--- src/rtl/log_record_reader.sv ---
// Level-filtered log record FIFO with a first-word fall-through read port and saturating drop counter.
// Optional per-record capture timestamps are enabled with LOG_READER_TIMESTAMP_EN.
module log_record_reader #(
    parameter int DATA_W = 16,
    parameter int DEPTH  = 8,
    parameter int CNT_W  = 8,
    parameter int TS_W   = 32
) (
    input  logic                      CLK,
    input  logic                      ASYNCRESETN,
    input  logic                      CE,
    input  logic [1:0]                min_level,
    input  logic                      rec_valid,
    input  logic [1:0]                rec_level,
    input  logic [DATA_W-1:0]         rec_data,
    output logic                      rd_valid,
    input  logic                      rd_ready,
    output logic [1:0]                rd_level,
    output logic [DATA_W-1:0]         rd_data,
`ifdef LOG_READER_TIMESTAMP_EN
    output logic [TS_W-1:0]           rd_timestamp,
`endif
    output logic [$clog2(DEPTH):0]    count,
    output logic [CNT_W-1:0]          drop_cnt,
    input  logic                      drop_clr
);

    localparam int AW = $clog2(DEPTH);
    localparam logic [AW:0]      FULL_CNT = (AW+1)'(DEPTH);
    localparam logic [AW:0]      CNT_ONE  = (AW+1)'(1);
    localparam logic [AW-1:0]    PTR_ONE  = AW'(1);
    localparam logic [CNT_W-1:0] DROP_ONE = CNT_W'(1);
    localparam logic [CNT_W-1:0] DROP_MAX = '1;

    logic [AW-1:0]     wr_ptr;
    logic [AW-1:0]     rd_ptr;
    logic [1:0]        lvl_mem  [DEPTH];
    logic [DATA_W-1:0] data_mem [DEPTH];

    logic full;
    logic cap;
    logic pop;
    logic push;
    logic drop;

    // Read handshake: a record transfers on any cycle where rd_valid and rd_ready are both high;
    // rd_valid never depends on rd_ready, and the head stays put until it transfers.
    assign rd_valid = (count != '0);
    assign full     = (count == FULL_CNT);
    assign cap      = CE & rec_valid & (rec_level >= min_level);
    assign pop      = rd_valid & rd_ready;
    // A full FIFO still accepts a record when the head leaves in the same cycle.
    assign push     = cap & (~full | pop);
    assign drop     = cap & full & ~pop;

    assign rd_level = lvl_mem[rd_ptr];
    assign rd_data  = data_mem[rd_ptr];

    always_ff @(posedge CLK or negedge ASYNCRESETN) begin
        if (!ASYNCRESETN) begin
            wr_ptr   <= '0;
            rd_ptr   <= '0;
            count    <= '0;
            drop_cnt <= '0;
        end else begin
            if (push) wr_ptr <= wr_ptr + PTR_ONE;
            if (pop)  rd_ptr <= rd_ptr + PTR_ONE;
            case ({push, pop})
                2'b10:   count <= count + CNT_ONE;
                2'b01:   count <= count - CNT_ONE;
                default: count <= count;
            endcase
            // A clear coinciding with a drop keeps that drop rather than losing it.
            if (drop_clr)
                drop_cnt <= drop ? DROP_ONE : '0;
            else if (drop && drop_cnt != DROP_MAX)
                drop_cnt <= drop_cnt + DROP_ONE;
        end
    end

    always_ff @(posedge CLK) begin
        if (push) begin
            lvl_mem[wr_ptr]  <= rec_level;
            data_mem[wr_ptr] <= rec_data;
        end
    end

`ifdef LOG_READER_TIMESTAMP_EN
    logic [TS_W-1:0] ts_cnt;
    logic [TS_W-1:0] ts_mem [DEPTH];

    always_ff @(posedge CLK or negedge ASYNCRESETN) begin
        if (!ASYNCRESETN) ts_cnt <= '0;
        else              ts_cnt <= ts_cnt + TS_W'(1);
    end

    always_ff @(posedge CLK) begin
        if (push) ts_mem[wr_ptr] <= ts_cnt;
    end

    assign rd_timestamp = ts_mem[rd_ptr];
`endif

endmodule
--- config.mk ---
export PLATFORM = sky130hd
export DESIGN_NAME = log_record_reader
export DESIGN_NICKNAME = d
export VERILOG_FILES = /design/src/rtl/log_record_reader.sv
export SDC_FILE = /design/constraint.sdc
export NUM_CORES = 1
export LEC_CHECK = 0
export CORE_MARGIN = 3
export CORE_UTILIZATION = 30
export CTS_CLUSTER_DIAMETER = 100
export DETAILED_ROUTE_END_ITERATION = 8
export HOLD_SLACK_MARGIN = 0.03
export PLACE_DENSITY = 0.59
export SETUP_SLACK_MARGIN = 0.3
export SLEW_MARGIN = 20
export SYNTH_ARGS = -nofsm -noshare
export SYNTH_HDL_FRONTEND = slang
export SYNTH_SLANG_ARGS = --single-unit
--- constraint.sdc ---
create_clock -name CLK -period 4.61 [get_ports CLK]
set_input_delay 0.922 -clock CLK [delete_from_list [all_inputs] [get_ports CLK]]
set_output_delay 0.922 -clock CLK [all_outputs]
set_load 0.01 [all_outputs]
==> results list <==
- Entering global routing, the biggest net connects 33 pins.
- Critical Path End Type: register
* Post-DR wirelength/cell: 18.9 um
- Among all flip-flop cells after synthesis, the most frequent one is sky130_fd_sc_hd__edfxtp_1.
- Grouping stages by cell kind, the critical path spends the most delay in buffers and inverters.
- Global routing finished with a remaining overflow of 0.
* Ys Warns: 0
- The library cell used most frequently in the layout, excluding fill and tap cells, is sky130_fd_sc_hd__edfxtp_1.
* Hold Vio Cnt, Final: 0
- Final Setup Violations: 0
- Static timing analysis puts the maximum clock frequency at 0.269 GHz.
* Net count reported at finish: 437
* Die Wd: 154 um
* Number of placement rows: 53
- Fin worst setup slack: 0.895 ns
- Antenna-violating nets left: 0
- Port buffering added 56 buffers.
* Highest-count cells in the layout ignoring fill and taps: 144 x sky130_fd_sc_hd__edfxtp_1, 56 x sky130_fd_sc_hd__clkdlybuf4s50_1, 36 x sky130_fd_sc_hd__mux4_2
- EDFF count, synth: 144
- DPL Wire Length: 8080 um
- The number of global-route vias before repair came to 3,655.
- For the final routed database, the setup TNS stands at 0 ns.
- TritonCTS clock tree: built
- The total area inside the core boundary comes to 0.0213 mm^2.
* Clk Tree Root Cell: sky130_fd_sc_hd__clkbuf_16
- Synthesized flop and latch total: 162
- Crit path launch type: primary input
- Hold timing on the final database bottoms out at a slack of 0.591 ns.
- In the routed layout, each cell is associated on average with a via count of 4.81.
- Met1 track demand over resource in global routing: 14.4%
- Data required time at the worst endpoint: 4.95 ns
- Total Power: 4.57 mW
- Crit path kind: in2reg
* Die span in y: 154 um
- Initial standard-cell utilization of the core: 31.0%
* Area growth from synthesis to final layout: 23.8%
- Ratio of final minimum period to clock period: 80.6%
* Yosys cell types: 39
* Netlist area before placement: 0.00659 mm^2
* MaxCap Viol Count: 0
- Fraction of layout instances using a drive strength above 1: 26.7%
- Routability congestion estimate: 0.785
- CTS saw 162 sinks.
- Leakage power of the design: 2.68 nW
- Post-synthesis async set-or-reset flop share: 11.1%
- Post-Synthesis Cells: 330
* Starting DRT DRC Count: 157
- Once the clock tree was built, the resizer swapped 0 gates to a different size.
- Clock-pin slew was measured on the worst setup and hold paths at 0.07 ns.
* Post-Syn Nets: 364
* Maximum fanout along the worst path: 11
* Number of buffers and inverters on the critical path: 3
- For the final database, setup skew stands at 0.00734 ns.
- Tightest Hold Check Type: reg2reg
* Final critical-path required period: 3.71 ns
- The share of the Yosys chip area taken by registers is 72.5%.
- Routed Wire Length: 13,100 um
- VDD IR-drop max: 0.292 mV
- Grt met3 use: 2.77%
- Pre-CTS worst setup slack: 0.525 ns
- Global-route wire length before repair: 20,600 um
- Overall via count from detail_route: 3,329
- Filler instances: 1,910
- Inserted Clock Buffers: 17
* Total global routing track utilization: 11.4%
- RSZ-0062 raised after global routing: no
- Cell-by-cell listing of the critical path: clkdlybuf4s50_1 -> inv_1 -> ha_1 -> or3b_1 -> nand2_1 -> nand2_1 -> inv_1 -> ha_1 -> a21oi_1 -> a21oi_1 -> a32oi_1 -> xnor2_1
* Layer with the highest usage: met2
* Total power per unit cell area: 560 mW/mm^2
- At the worst endpoint, the arrival time is 4.05 ns.
- The final-report max-slew violation count came to 0.
- Mean instance size in the synthesized netlist: 20.0 um^2
- Global routing consumed, on the met2 layer, 19.1% of the routing resources.
- The first detailed-routing pass took 4 iterations.
- sky130_fd_sc_hd__edfxtp_1 takes more of the synthesized area than any other cell.
* Largest stage delay on the critical path: 0.69 ns
- In this run the post-CTS setup repair buffer count came out at 0.
* Clk_lat worst skew: 0.42 ns
* Cell types occupying the most area after synthesis: sky130_fd_sc_hd__edfxtp_1 66%, sky130_fd_sc_hd__mux4_2 12%, sky130_fd_sc_hd__dfrtp_1 6.8%
* Outcome: complete, no violations
* Fraction of post-synthesis cell area in the top cell type by area: 65.6%
- Number of buffers inserted for hold repair after clock tree synthesis: 0
* Total number of H-tree levels: 4
- The slowest stage of the critical path belongs to the cell sky130_fd_sc_hd__clkdlybuf4s50_1.
- In this run the tightest slew margin relative to its limit is 36.6%.
* Maximum clock insertion buffer count: 2
- Initial antenna violation count: 1
- For this run, design rule violations remaining after detail routing come to 0.
- Number of placed I/O pins: 57
- The die covers 0.0238 mm^2.
- At the pin with the least slew margin, the transition time is 0.948 ns.
[path summary, 6_finish.rpt]
check / from / to / slack [ns] / depth (start not counted)
max reg2reg: count[0] / count[3] / 2.26 / 8
min in group asynchronous: ASYNCRESETN / drop_cnt[6] / 1.03 / 1
max: rec_level[0] / count[3] / 0.90 / 12
min reg2reg: drop_cnt[6] / drop_cnt[6] / 0.59 / 2
max in group asynchronous: ASYNCRESETN / rd_ptr[2] / 2.93 / 1
min: drop_cnt[6] / drop_cnt[6] / 0.59 / 2
[through the flow]
step / cells / cell area, um^2 / util, %
2_1_floorplan: 330 / 6590 / -
3_3_place_gp: 659 / 7560 / 35.5
3_5_place_dp: 659 / 7560 / 35.5
4_1_cts: 691 / 8160 / 38.3
5_1_grt: 692 / 8160 / 38.3
6_report: 692 / 8160 / 38.3
[cell usage after synthesis (all sizes together) (2+ instances only)]
| library cell | n |
|---|---|
| and2 | 3 |
| a21oi | 5 |
| ha | 7 |
| mux2 | 25 |
| xnor2 | 7 |
| or3b | 2 |
| nand2b | 2 |
| nand4 | 3 |
| o311ai | 2 |
| nand2 | 9 |
| dfrtp | 18 |
| inv | 6 |
| buf | 6 |
| nor4 | 5 |
| and4 | 2 |
| mux2i | 2 |
| nor2b | 5 |
| o41ai | 2 |
| nor2 | 8 |
| nand3 | 7 |
| nor3 | 4 |
| clkbuf | 9 |
| edfxtp | 144 |
| or4 | 2 |
| mux4 | 36 |
[tightest hold or removal path, stage by stage (launching register included)]
cell	delay, ns
sky130_fd_sc_hd__dfrtp_1	0.42
sky130_fd_sc_hd__o41ai_1	0.08
sky130_fd_sc_hd__a21oi_1	0.06
[logic make-up (layout without fill, tap and decap cells)]
kind of cell / after synthesis / in the layout / share of synthesized area [%]
multiplexers: 63 / 63 / 16.9
AO/OA/AOI/OAI: 13 / 13 / 1.48
XOR/XNOR: 7 / 7 / 0.930
buffers and inverters: 21 / 107 / 1.39
AND/OR/NAND/NOR: 56 / 56 / 5.24
adder cells (fa/ha/maj): 8 / 8 / 1.63
other: 0 / 1 / 0
flip-flops: 162 / 162 / 72.5
[layer usage]
metal	routed length (um)	up-vias
li1	-	1495
met1	5800	1762
met2	6680	58
met3	425	14
met4	166	0
met5	0	-
[sequential cells by signal, summed over array words and instances (netlist names)]
register  flops
rd_ptr        3
lvl_mem      16
wr_ptr        3
data_mem    128
count         4
drop_cnt      8
[final cells by class]
type                            count  area [um^2]  area share (%)
Sequential cell                   162         4780            58.5
Multi-Input combinational cell    147         1750            21.4
Timing Repair Buffer               69          671            8.22
Clock buffer                       17          425            5.21
Tap cell                          275          344            4.22
Clock inverter                     15          169            2.07
Inverter                            6         22.5           0.276
Antenna cell                        1         2.50          0.0307
[power breakdown]
group,internal (mW),switching [mW]
clock network,0.813,0.582
logic,0.771,0.549
registers,1.71,0.147
Note: power is estimated with default switching activity, not from simulation.
